--- src/rtl/afpm_host_link.sv ---
// Host-side initiator for the byte-serial log FP16 multiplier link: serialises an
// operand pair, reassembles the 2-byte result. Optional: AFPM_HOST_ZERO_SHORTCUT_EN.
module afpm_host_link #(
  parameter int TIMEOUT_CYCLES = 64
) (
  input  logic        clk,
  input  logic        rst_n,
  input  logic        ena,
  input  logic        req_valid,
  output logic        req_ready,
  input  logic [15:0] op_a,
  input  logic [15:0] op_b,
  output logic        rsp_valid,
  input  logic        rsp_ready,
  output logic [15:0] rsp_data,
  output logic        rsp_error,
  output logic [7:0]  link_a_byte,
  output logic [7:0]  link_b_byte,
  output logic        link_valid,
  input  logic [7:0]  link_res_byte,
  input  logic        link_res_valid
);

  typedef enum logic [2:0] {IDLE, SEND_LO, SEND_HI, WAIT_LO, WAIT_HI, DONE} state_t;

  localparam logic [7:0] CNT_LAST = 8'(TIMEOUT_CYCLES - 1);

  state_t     state, state_nx;
  logic [7:0] a_hi, b_hi;
  logic [7:0] cnt;
  logic       send_q;
  logic       timeout;
  logic       zero_op;

`ifdef AFPM_HOST_ZERO_SHORTCUT_EN
  assign zero_op = (op_a[14:0] == 15'd0) || (op_b[14:0] == 15'd0);
`else
  assign zero_op = 1'b0;
`endif

  // Strobe is suppressed while frozen so the held byte is re-sent once ena returns.
  assign link_valid = send_q & ena;

  always_comb begin
    state_nx = state;
    timeout  = 1'b0;
    case (state)
      IDLE:    if (req_valid) state_nx = zero_op ? DONE : SEND_LO;
      SEND_LO: state_nx = SEND_HI;
      SEND_HI: state_nx = WAIT_LO;
      // A low byte landing on the terminal count pushes WAIT_HI past it; >= still expires.
      WAIT_LO: begin
        if (link_res_valid)       state_nx = WAIT_HI;
        else if (cnt >= CNT_LAST) begin timeout = 1'b1; state_nx = DONE; end
      end
      WAIT_HI: begin
        if (link_res_valid)       state_nx = DONE;
        else if (cnt >= CNT_LAST) begin timeout = 1'b1; state_nx = DONE; end
      end
      DONE:    if (rsp_ready) state_nx = IDLE;
      default: state_nx = IDLE;
    endcase
  end

  always_ff @(posedge clk or negedge rst_n) begin
    if (!rst_n) begin
      state       <= IDLE;
      req_ready   <= 1'b1;
      rsp_valid   <= 1'b0;
      rsp_data    <= 16'd0;
      rsp_error   <= 1'b0;
      link_a_byte <= 8'd0;
      link_b_byte <= 8'd0;
      send_q      <= 1'b0;
      a_hi        <= 8'd0;
      b_hi        <= 8'd0;
      cnt         <= 8'd0;
    end else if (ena) begin
      state     <= state_nx;
      req_ready <= (state_nx == IDLE);
      rsp_valid <= (state_nx == DONE);
      send_q    <= (state_nx == SEND_LO) || (state_nx == SEND_HI);
      case (state)
        IDLE: if (req_valid) begin
          a_hi <= op_a[15:8];
          b_hi <= op_b[15:8];
          if (zero_op) begin
            rsp_data  <= {op_a[15] ^ op_b[15], 15'd0};
            rsp_error <= 1'b0;
          end else begin
            link_a_byte <= op_a[7:0];
            link_b_byte <= op_b[7:0];
          end
        end
        SEND_LO: begin
          link_a_byte <= a_hi;
          link_b_byte <= b_hi;
        end
        SEND_HI: cnt <= 8'd0;
        WAIT_LO: begin
          cnt <= cnt + 8'd1;
          if (link_res_valid) rsp_data[7:0] <= link_res_byte;
          else if (timeout) begin
            rsp_data  <= 16'd0;
            rsp_error <= 1'b1;
          end
        end
        WAIT_HI: begin
          cnt <= cnt + 8'd1;
          if (link_res_valid) rsp_data[15:8] <= link_res_byte;
          else if (timeout) begin
            rsp_data  <= 16'd0;
            rsp_error <= 1'b1;
          end
        end
        DONE: if (rsp_ready) rsp_error <= 1'b0;
        default: ;
      endcase
    end
  end

endmodule
--- config.mk ---
export PLATFORM = sky130hd
export DESIGN_NAME = afpm_host_link
export DESIGN_NICKNAME = d
export VERILOG_FILES = /design/src/rtl/afpm_host_link.sv
export SDC_FILE = /design/constraint.sdc
export NUM_CORES = 1
export LEC_CHECK = 0
export ABC_AREA = 1
export CAP_MARGIN = 0
export CORE_MARGIN = 2
export CORE_UTILIZATION = 48
export DETAILED_ROUTE_END_ITERATION = 10
export PLACE_DENSITY = 0.8
export SETUP_SLACK_MARGIN = 0.05
export SLEW_MARGIN = 30
export SYNTH_ARGS = -nofsm -noshare
export SYNTH_HDL_FRONTEND = slang
export SYNTH_SLANG_ARGS = --single-unit
export TNS_END_PERCENT = 1
--- constraint.sdc ---
create_clock -name clk -period 1.7 [get_ports clk]
set_input_delay 0.255 -clock clk [delete_from_list [all_inputs] [get_ports clk]]
set_output_delay 0.255 -clock clk [all_outputs]
set_load 0.03 [all_outputs]
Word-level counts from Yosys, hierarchy flattened
Cells that the tools add are included.
Operators by class
  $add $sub $neg: 1
  order comparisons: 1
  equality and inequality tests: 14
  multiplexer cells: 24
  bitwise operators: 1
  reductions and logical operators: 14
Operators with widths (count)
  $mux 8: 6
  $pmux 8 s2: 3
  $pmux 16 s2: 1
  $pmux 3 s6: 1
  $mux 16: 1
  $mux 3: 5
  $reduce_and 3->1: 4
  $ne 2x2->1 const B: 5
  $eq 3x2->1 const B: 3
  $eq 3x3->1 const B: 3
  $add 8x1->8 const B: 1
  $ge 8x6->1 const B: 1
  $reduce_bool 2->1: 4
  $eq 3x1->1 const B: 2
  $logic_not 3->1: 2
  $mux 1: 6
  $reduce_and 5->1: 1
  $ne 2x1->1 const B: 1
  $pmux 1 s2: 1
  $reduce_and 2->1: 1
  $reduce_or 2->1: 1
  $and 1x1->1: 1
  $logic_or 1x1->1: 1
Storage, ports and cells
  register bits: 63
  input bits: 46
  output and inout port bits: 36
  logic and storage cells: 67

Longest topological paths before layout
Gate-level depths: netlist of the first run.
  depth after elaboration: 7
  gate-level depth with buffers: 10
  gate-level depth less buffers: 10

Worst setup path before layout of the first run
OpenSTA, ideal clock, no wires.
  kind: reg-to-reg
  from: register cnt[0]
  to: register rsp_data[0]
  library setup time: 0.065 ns
  arrival: 1.360 ns
  data required time: 1.635 ns
  setup slack: 0.275 ns
  stages on the path, launching flop included: 11
  path buffers: 0
  cells stage by stage: dfrtp_1 -> ha_1 -> nand2_1 -> nor2_1 -> nand2_1 -> nand2_1 -> nand2_1 -> inv_1 -> o21ai_2 -> nand2_1 -> nand2_1
On the way
  cells in the longest elaborated chain, start to end: 7
RTL lines
  start: declaration: line 30  | logic [7:0] cnt;
  start signal: assignment: line 101  | cnt <= cnt + 8'd1;
  start signal: assignment: line 109  | cnt <= cnt + 8'd1;
  $ge 8x6->1 *: line 54, 58
  $mux 1 *: line 54, 58
  $mux 1 *: line 57  | if (link_res_valid) state_nx = DONE;
  $mux 1 *
  $mux 16 *
  $mux 8, on equally long branches
  $pmux 16 s2 *
  end signal: assignment: line 88  | rsp_data <= {op_a[15] ^ op_b[15], 15'd0};
  end signal: assignment: line 102  | if (link_res_valid) rsp_data[7:0] <= link_res_byte;
  end: declaration: line 15  | output logic [15:0] rsp_data,
Mark *: on every way between the ends. The rest lies on a longest branch, timed or not. The select of a mux whose other input is x is not followed.
A chain may end at the register's enable or synchronous reset.

Worst setup path in the final report of the first run
  from: register rsp_data[6]
  to: output rsp_data[6]
No word-level cell between the ends.

==> summary.txt, run 1 <==
Pre-Repair DR Iteration Count: 4
mux cell area share after synthesis: 3.40%
# clock sinks: 63
sequential area share after synthesis: 53.0%
CTS Buf Count: 9
initial drt markers: 135
Final Setup Violations: 0
# diodes: 0
Worst Path Max Fanout: 2
WP data arrival: 1370 ps
post-DP HPWL: 5190 um
Final Max Slew Viols: 0
port bufs: 81
Comb pwr share: 46.2%
clock power share: 21.0%
average wire per standard cell: 14.8 um
ANT nets after route: 0
layout cells sized above 1: 15.9%
Worst slew margin: 74.8%
clock latency at the later pin of the worst-skew pair: 340 ps
I/O pin count: 82
die area: 6850 sq um
DR vias: 2744
Synth cell types: 31
hold crit path type: in2async
htree depth: 3
largest net degree at the start of global routing: 64
area growth from synthesis to layout: 45.4%
CP Data Required Time: 1440 ps
Post-synth EDFFs: 0
fmax: 616 MHz
Row Count: 28
wirelength, routed: 7720 um
initial antenna violation count: 0
Cell Count, Final, Fillers Out: 521
Pint: 4.62 mW
Seq pwr share: 32.8%
Largest delay share family, worst path: buffers and inverters
CP cell instances: clkdlybuf4s50_1
crit path kind: reg2out
Max Cap Viol: 0
RSZ-0062 raised after global routing: false
final hold viol count: 0
clk_skew: 6.54 ps
syn nets: 393
die height: 82.8 um
all-layer global routing usage: 23.0%
global route total overflow: 0
crit-path max cell delay: 680 ps
Nets: 488
Synth Area in Simple Gates: 24.0%
CTS tree: yes
Leakage: 2.31 nW
vias per inst: 5.27
XOR/XNOR Fraction of Synth Area: 0%
Initial Util: 50.0%
Clock Path Buffers: 2
core area: 5960 sq um
Psw: 3.13 mW
GPL Wtd Cong: 0.820
Synth Area in Compound Gates: 12.1%
Final min period: 1620 ps
Pwr Density: 1790 nW/um^2
DRC viols: 0
Mapped Area: 2980 sq um
area share of fa/ha/maj cells after synthesis: 0.420%
Final Cycle Share: 95.5%
cell count after synthesis: 346
worst vdd ir: 1.15 mV
vias in the first global route: 2508
slowest CP cell: clkdlybuf4s50_1
first-pass GRT wire length: 11700 um
asr flop ratio synth: 100%
CP startpoint kind: flip-flop
syn avg cell area: 8.60 sq um
CTS root buf: clkbuf_8
setup TNS: 0 ps
critical path endpoint category: output port
Cells after DPL: 503
Slew @ Worst Pin: 377 ps
Yosys reg bits: 63
WP buf/inv: 1
warning count from the yosys run: 0
switching share of power: 40.4%
Primary FF master, synth: dfrtp_1
Die X: 82.8 um
status: finished clean
main combinational cell family by area after synthesis: simple AND/OR/NAND/NOR gates
clk slew on worst S/H paths: 70 ps
worst paths after layout:
check | to | startpoint | cells after the start | slack (ps)
worst max-delay path | rsp_data[6] | rsp_data[6] | 1 | 80
worst min-delay path | rsp_data[3] | rst_n | 3 | 440
worst max register to register | rsp_data[2] | cnt[0] | 10 | 130
worst min register to register | rsp_data[7] | rsp_data[7] | 2 | 470
max in group asynchronous | req_ready | rst_n | 3 | 950
min in group clk | rsp_data[7] | rsp_data[7] | 2 | 470
layout by cell type, fill, tap and decap left out, types with 2 or more instances in the layout:
| master | synthesis | routed |
|---|---|---|
| buf_12 | 0 | 3 |
| nand3_1 | 16 | 16 |
| nand2_4 | 2 | 3 |
| nand2_2 | 2 | 5 |
| dfrtp_1 | 62 | 60 |
| clkbuf_8 | 0 | 11 |
| nor2_1 | 42 | 41 |
| inv_2 | 3 | 4 |
| a31oi_1 | 9 | 9 |
| dfrtp_2 | 0 | 2 |
| nand2_1 | 80 | 76 |
| a21oi_1 | 26 | 26 |
| nand4_1 | 11 | 11 |
| mux2_2 | 9 | 9 |
| buf_4 | 2 | 13 |
| o21ai_1 | 4 | 8 |
| a21oi_4 | 2 | 2 |
| nand3_2 | 2 | 2 |
| dlymetal6s2s_1 | 0 | 30 |
| clkdlybuf4s50_1 | 0 | 48 |
| inv_1 | 33 | 32 |
| bufinv_16 | 0 | 3 |
| o21ai_0 | 19 | 14 |
Yosys cell counts, types with 3 or more instances:
master	n	share of area, %
nand3_1	16	2.7
mux2_2	9	3.4
o21ai_1	4	0.67
buf_2	6	1.0
nand2_1	80	10
o21ai_0	19	3.2
clkbuf_1	4	0.50
a31oi_1	9	1.9
inv_2	3	0.38
nand4_1	11	2.3
nor2_1	42	5.3
a21oi_1	26	4.4
dfrtp_1	62	52
inv_1	33	4.2
per-stage QoR:
| step | setup slack (ps) | hold slack, ps | instance area, sq um | util (%) | power, mW |
|---|---|---|---|---|---|
| 2_1_floorplan | 275 | -40.6 | 2980 | - | 4.70 |
| 5_1_grt | 2.87 | 495 | 4330 | 72.6 | 8.18 |
| 3_5_place_dp | 10.3 | 291 | 3950 | 66.2 | 6.07 |
| 3_3_place_gp | 63.0 | 290 | 3950 | 66.2 | 5.94 |
| 4_1_cts | 11.1 | 460 | 4210 | 70.7 | 7.73 |
| 6_report | 76.5 | 441 | 4330 | 72.6 | 7.74 |
sequential cells by signal, summed over array words and instances (netlist names), 3 cells and up:
register     flops
state            3
a_hi             8
link_a_byte      8
b_hi             8
rsp_data        16
cnt              8
link_b_byte      8
layer usage:
| metal | share of wire, % | vias up | global-route usage (%) | routed length, um |
|---|---|---|---|---|
| li1 | - | 1323 | - | - |
| met4 | 3.0 | 0 | 10.7 | 234 |
| met3 | 4.5 | 21 | 5.22 | 350 |
| met1 | 40 | 1318 | 29.4 | 3120 |
| met2 | 52 | 82 | 37.3 | 4010 |
| met5 | 0 | - | 0 | 0 |
logic make-up after synthesis:
group,after synthesis
simple gates,160
compound gates,63
flops,63
buf+inv,50
mux,9
fa+ha+maj,1
power groups by stage:
stage	Combinational (mW)	Clock (mW)	Sequential, mW
after floorplan	1.48	0	3.22
after global placement	3.41	0	2.52
after detailed placement	3.52	0	2.55
after CTS	3.55	1.65	2.54
after global routing	3.87	1.71	2.60
final	3.58	1.63	2.54
final cells by class:
class                      count  area, sq um
multi-input combinational    233         1220
inverter                      37          141
sequential                    63         1580
clock inverter                 5          104
clock buffer                  11          151
timing repair buffer          97         1040
tap                           75         93.8
fill                         428         1630
timing repair:
action | in CTS | in global routing
endpoints found under the setup margin | 12 | 51
buffers inserted | 0 | 1
pin swaps | 0 | 2
resized for setup | 1 | 48
hold buffers | 1 | 0
hold endpoints to repair | 62 | 0
Power figures use the tool's default switching activity.
==> inputs of run 2 (changes only) <==
--- a/config.mk
+++ b/config.mk
@@ -5,7 +5,6 @@
 export SDC_FILE = /design/constraint.sdc
 export NUM_CORES = 1
 export LEC_CHECK = 0
-export ABC_AREA = 1
 export CAP_MARGIN = 0
 export CORE_MARGIN = 2
 export CORE_UTILIZATION = 48
==> summary.txt, run 2 <==
status: finished clean
top cells by instance count after synthesis: dfrtp_1, nand2_1, o21ai_0
Tot Pwr: 7.59 mW (-2.0%)
Final min period: 1630 ps (+6.28 ps)
# diodes: 0 (unchanged)
die height: 82.7 um (about the same)
Leakage: 1.81 nW (-22%)
Pwr Density: 1810 nW/um^2 (+1.2%)
CTS Buf Count: 9 (unchanged)
area share of fa/ha/maj cells after synthesis: 0.421% (+0.00053 points)
R2R Path Start: state[2]
reg2reg setup slack: 70 ps (-60 ps)
final setup margin: 70.2 ps (-6.28 ps)
cell count after synthesis: 274 (-21%)
Worst slew margin: 66.5% (-8.4 points)
fmax: 614 MHz (-0.39%)
Cell Count, Final, Fillers Out: 445 (-15%)
Final Max Slew Viols: 0 (unchanged)
main combinational cell family by area after synthesis: compound AO/OA/AOI/OAI gates
I/O pin count: 82 (unchanged)
critical path endpoint category: flip-flop
syn avg cell area: 10.8 sq um (+26%)
final hold viol count: 0 (unchanged)
Yosys reg bits: 63 (unchanged)
mux cell area share after synthesis: 12.2% (+8.8 points)
Final Setup Violations: 0 (unchanged)
Synth Area in Simple Gates: 12.5% (-11 points)
# clock sinks: 63 (unchanged)
global route total overflow: 0 (unchanged)
htree depth: 3 (unchanged)
Primary FF master, synth: dfrtp_1
vias per inst: 5.58 (+5.9%)
CP Data Required Time: 1920 ps (+480 ps)
wirelength, routed: 7210 um (-6.5%)
port bufs: 81 (unchanged)
Row Count: 28 (unchanged)
GPL Wtd Cong: 0.873 (+6.4%)
Initial Util: 49.9% (-0.063 points)
RSZ-0062 raised after global routing: true
DRC viols: 0 (unchanged)
Final Cycle Share: 95.9% (+0.37 points)
Largest register FFs: 16 (unchanged)
most common cell after layout, fill and taps aside: clkdlybuf4s50_1
Mapped Area: 2970 sq um (-0.13%)
WP data arrival: 1850 ps (+480 ps)
core area: 5960 sq um (unchanged)
warning count from the yosys run: 0 (unchanged)
first-pass GRT wire length: 11200 um (-3.6%)
commonest cells after routing, fill and taps aside: clkdlybuf4s50_1, dfrtp_1, nand2_1
Cells after DPL: 429 (-15%)
CP startpoint kind: flip-flop
Critical path origin: state[2]
die area: 6840 sq um (-0.12%)
initial antenna violation count: 0 (unchanged)
Die X: 82.7 um (about the same)
CTS root buf: clkbuf_8
Largest Register: rsp_data
Fillers: 463 (+8.2%)
hold crit path type: in2reg
Synth area leaders: dfrtp_1, mux2_2, mux2i_1
Worst Path Max Fanout: 8 (+6)
top-count cell post-synth: dfrtp_1
syn nets: 321 (-18%)
Nets: 413 (-15%)
Clock Path Buffers: 2 (unchanged)
worst slack, placed: -80.2 ps (-90.6 ps)
Max Cap Viol: 0 (unchanged)
Yosys top cell by area: dfrtp_1
Worst R2R End: rsp_data[0]
sequential area share after synthesis: 53.1% (+0.067 points)
WHS: 396 ps (-45.0 ps)
average wire per standard cell: 16.2 um (+9.5%)
Worst setup endpoint: rsp_data[0]
clk slew on worst S/H paths: 60 ps (about the same)
ANT nets after route: 0 (unchanged)
final core occ: 70.4% (-2.3 points)
clock latency at the later pin of the worst-skew pair: 330 ps (about the same)
XOR/XNOR Fraction of Synth Area: 0% (unchanged)
Slew @ Worst Pin: 497 ps (+120 ps)
post-synth top area share: 52.2% (+0.066 points)
all-layer global routing usage: 22.0% (-1.0 points)
worst r2r path cells: 4 (-6)
vias in the first global route: 2413 (-3.8%)
worst vdd ir: 1.03 mV (-10%)
asr flop ratio synth: 100% (unchanged)
DR vias: 2483 (-9.5%)
CTS tree: yes
clk_skew: 8.98 ps (+2.45 ps)
Post-synth EDFFs: 0 (unchanged)
setup TNS: 0 ps (unchanged)
initial drt markers: 149 (+10%)
area growth from synthesis to layout: 41.0%
layout cells sized above 1: 16.5% (+0.57 points)
Synth Area in Compound Gates: 17.9% (+5.9 points)
crit path kind: reg2reg
Post-DP Area: 3960 sq um (+0.44%)
Pre-Repair DR Iteration Count: 4 (unchanged)
largest net degree at the start of global routing: 64 (unchanged)
post-DP HPWL: 5130 um (-1.3%)
Synth cell types: 43 (+39%)
final instance area: 4190 sq um (-3.2%)
run 2: changes by cell type after synthesis, sizes merged, moves of 6 or more:
cell	previous run	this run
nand2	84	29
inv	36	6
nor2	43	16
a21oi	29	12
a22o	0	17
mux2i	0	17
nand3	19	5
nand4	12	2
mux2	9	17
clkbuf	4	10
nor3	1	7
run 2: final cells by class:
class | count | area (sq um) | area share [%]
sequential | 63 | 1580 | 37.7
multi-input combinational | 186 | 1290 | 30.8
timing repair buffer | 100 | 996 | 23.8
clock buffer | 11 | 141 | 3.37
tap | 75 | 93.8 | 2.24
clock inverter | 4 | 70.1 | 1.67
inverter | 6 | 22.5 | 0.537
run 2: worst min-delay path by stage:
stage          startpoint             end  slack, ps  depth (start not counted)
2_1_floorplan       rst_n         a_hi[0]        -40                          0
3_3_place_gp        rst_n  link_b_byte[2]        290                          2
3_5_place_dp        rst_n  link_b_byte[1]        290                          2
4_1_cts               ena          send_q        370                          2
5_1_grt               ena          send_q        390                          2
6_report              ena          send_q        400                          2
run 2: layer usage:
| layer | wire (um) | track usage, % | up-vias |
|---|---|---|---|
| met2 | 3530 | 35.7 | 106 |
| met5 | 0 | 0 | - |
| met1 | 2970 | 27.8 | 1183 |
| li1 | - | - | 1185 |
| met4 | 82 | 6.56 | 0 |
| met3 | 626 | 7.93 | 9 |
run 2: cell families after synthesis:
logic type | after synthesis
AO/OA/AOI/OAI | 78
adder cells (fa/ha/maj) | 1
buffers and inverters | 25
flip-flops | 63
multiplexers | 34
AND/OR/NAND/NOR | 73
run 2: worst max-delay path, cell delays in order (launching register included):
cell	delay (ps)
dfrtp_1	430
or3b_4	440
a21oi_4	210
nand3_4	160
a22o_1	280
run 2: repair_timing:
item | 4_1_cts | 5_1_grt
endpoints found under the setup margin | 5 | 52
resized for setup | 5 | 4
hold buffers | 1 | 0
hold endpoints to repair | 62 | 0
setup buffers | 0 | 0
run 2: power by group:
| part | switching, mW | leakage, nW | internal (mW) |
|---|---|---|---|
| clock | 0.543 | 0.109 | 0.853 |
| sequential | 0.343 | 0.800 | 2.14 |
| combinational | 2.00 | 0.898 | 1.71 |
==> inputs of run 3 (changes only) <==
--- a/config.mk
+++ b/config.mk
@@ -6,10 +6,11 @@
 export NUM_CORES = 1
 export LEC_CHECK = 0
 export CAP_MARGIN = 0
+export CORE_ASPECT_RATIO = 1.4
 export CORE_MARGIN = 2
-export CORE_UTILIZATION = 48
+export CORE_UTILIZATION = 52
 export DETAILED_ROUTE_END_ITERATION = 10
-export PLACE_DENSITY = 0.8
+export PLACE_DENSITY = 0.86
 export SETUP_SLACK_MARGIN = 0.05
 export SLEW_MARGIN = 30
 export SYNTH_ARGS = -nofsm -noshare
==> constraint.sdc (replaced) <==
create_clock -name clk -period 2.1 [get_ports clk]
set_input_delay 0.315 -clock clk [delete_from_list [all_inputs] [get_ports clk]]
set_output_delay 0.315 -clock clk [all_outputs]
set_load 0.03 [all_outputs]
==> summary.txt, run 3 (synthesis gave the netlist of run 2 again) <==
status: finished clean
hold crit path type: reg2reg
# diodes: 0 (unchanged)
Leakage: 1.74 nW (-3.7%)
GPL Wtd Cong: 0.854 (-2.2%)
footprint of the multi-input gates: 1280 sq um (-0.68%)
post-DP HPWL: 5440 um (+6.1%)
layout cells sized above 1: 14.6% (-1.9 points)
Fillers: 388 (-16%)
Die X: 67.9 um (-18%)
vias per inst: 5.82 (+4.4%)
Worst slew margin: 59.7% (-6.8 points)
CP cell instances: buf_4 > o21a_1 > nor2_1 > a41oi_1 > a211oi_1
Register Area: 1580 sq um (unchanged)
largest net degree at the start of global routing: 40 (-38%)
crit-path max cell delay: 540 ps (+100 ps)
global route total overflow: 0 (unchanged)
die height: 93.5 um (+13%)
die area: 6350 sq um (-7.2%)
DR vias: 2510 (+1.1%)
Pre-Repair DR Iteration Count: 4 (unchanged)
PostCTS Resize Cnt: 0 (-5)
area growth from synthesis to layout: 38.6%
vias in the first global route: 2538 (+5.2%)
grt met1 use: 31.9% (+4.2 points)
Post-CTS Hold Fix Bufs: 1 (unchanged)
M3 GR Usage: 6.74% (-1.2 points)
core area: 5530 sq um (-7.2%)
all-layer global routing usage: 26.2% (+4.2 points)
DRC viols: 0 (unchanged)
final hold viol count: 0 (unchanged)
setup TNS: 0 ps (unchanged)
Final min period: 1860 ps (+233 ps)
crit path kind: reg2reg
Final Setup Violations: 0 (unchanged)
slowest CP cell: dfrtp_1
I/O pin count: 82 (unchanged)
CP Data Required Time: 2350 ps (+430 ps)
critical path endpoint category: flip-flop
# clock sinks: 63 (unchanged)
average wire per standard cell: 17.6 um (+8.6%)
Slew @ Worst Pin: 605 ps (+108 ps)
Clock Path Buffers: 2 (unchanged)
Row Count: 32 (+14%)
clk slew on worst S/H paths: 70 ps (about the same)
M2 GR Usage: 43.1% (+7.4 points)
wirelength, routed: 7580 um (+5.1%)
first-pass GRT wire length: 12100 um (+8.0%)
commonest cells after routing, fill and taps aside: clkdlybuf4s50_1, dfrtp_1, nand2_1
initial drt markers: 328 (+120%)
Final Max Slew Viols: 0 (unchanged)
number of post-CTS setup repair buffers: 0 (unchanged)
Largest register FFs: 16 (unchanged)
Max Cap Viol: 0 (unchanged)
clk_skew: 8.66 ps (-0.324 ps)
most common cell after layout, fill and taps aside: clkdlybuf4s50_1
Initial Util: 53.8% (+3.9 points)
RSZ-0062 raised after global routing: false
ANT nets after route: 0 (unchanged)
Worst Path Max Fanout: 15 (+7)
Final Cycle Share: 88.7% (-7.2 points)
port bufs: 81 (unchanged)
CTS Buf Count: 9 (unchanged)
Pwr Density: 1500 nW/um^2 (-17%)
htree depth: 3 (unchanged)
CTS root buf: clkbuf_8
CTS tree: yes
Nets: 405 (-1.9%)
Tot Pwr: 6.18 mW (-19%)
WP data arrival: 2110 ps (+260 ps)
worst vdd ir: 0.727 mV (-30%)
CP startpoint kind: flip-flop
initial antenna violation count: 0 (unchanged)
Most Used Layer, Global Route: met2
Largest Register: rsp_data
clock latency at the later pin of the worst-skew pair: 340 ps (about the same)
fmax: 537 MHz (-13%)
==> run 3: worst paths after layout <==
kind	slack, ps	startpoint	end	cells past startpoint
max	240	state[0]	cnt[7]	5
min	490	link_b_byte[3]	link_b_byte[3]	2
max reg2reg	240	state[0]	cnt[7]	5
min reg2reg	490	link_b_byte[3]	link_b_byte[3]	2
max in group asynchronous	970	rst_n	rsp_data[12]	3
min in group asynchronous	510	rst_n	a_hi[5]	2
==> run 3: area by class of cell <==
cell class	instances	share of cell area (%)
clock inverters	4	1.85
multi-input cells	186	31.1
repair buffers	92	22.2
clock buffers	12	4.01
inverters	6	0.547
flip-flops and latches	63	38.3
well taps	68	2.06
==> run 3: worst max-delay path: cells and delay by family, from the launching register on <==
| kind | cells | cell delay, ps |
|---|---|---|
| buffers and inverters | 1 | 270 |
| DFF | 1 | 540 |
| and+or+nand+nor | 1 | 340 |
| AOI/OAI and AO/OA | 3 | 600 |
==> run 3: stage by stage <==
stage / setup slack [ps] / area [sq um] / hold WS, ps / std cells / util [%]
floorplan: 519 / 2970 / 19.4 / 274 / -
global placement: 309 / 3870 / 352 / 414 / 70.0
detailed placement: 216 / 3870 / 348 / 414 / 70.0
CTS: 218 / 4120 / 489 / 431 / 74.6
global route: 95.9 / 4120 / 516 / 431 / 74.6
finish: 237 / 4120 / 487 / 431 / 74.6
==> run 3: metal layers <==
metal	wire length, um	part of all wire (%)	vias to the layer above
met2	3850	51	119
met1	3070	40	1215
met5	0	0	-
li1	-	-	1161
met4	171	2.3	0
met3	488	6.4	15
==> run 3: report_power, final <==
part | internal (mW) | total, mW | switching, mW
logic | 1.30 | 2.85 | 1.54
registers | 1.73 | 2.10 | 0.365
clock network | 0.768 | 1.24 | 0.475
total | 3.80 | 6.18 | 2.38
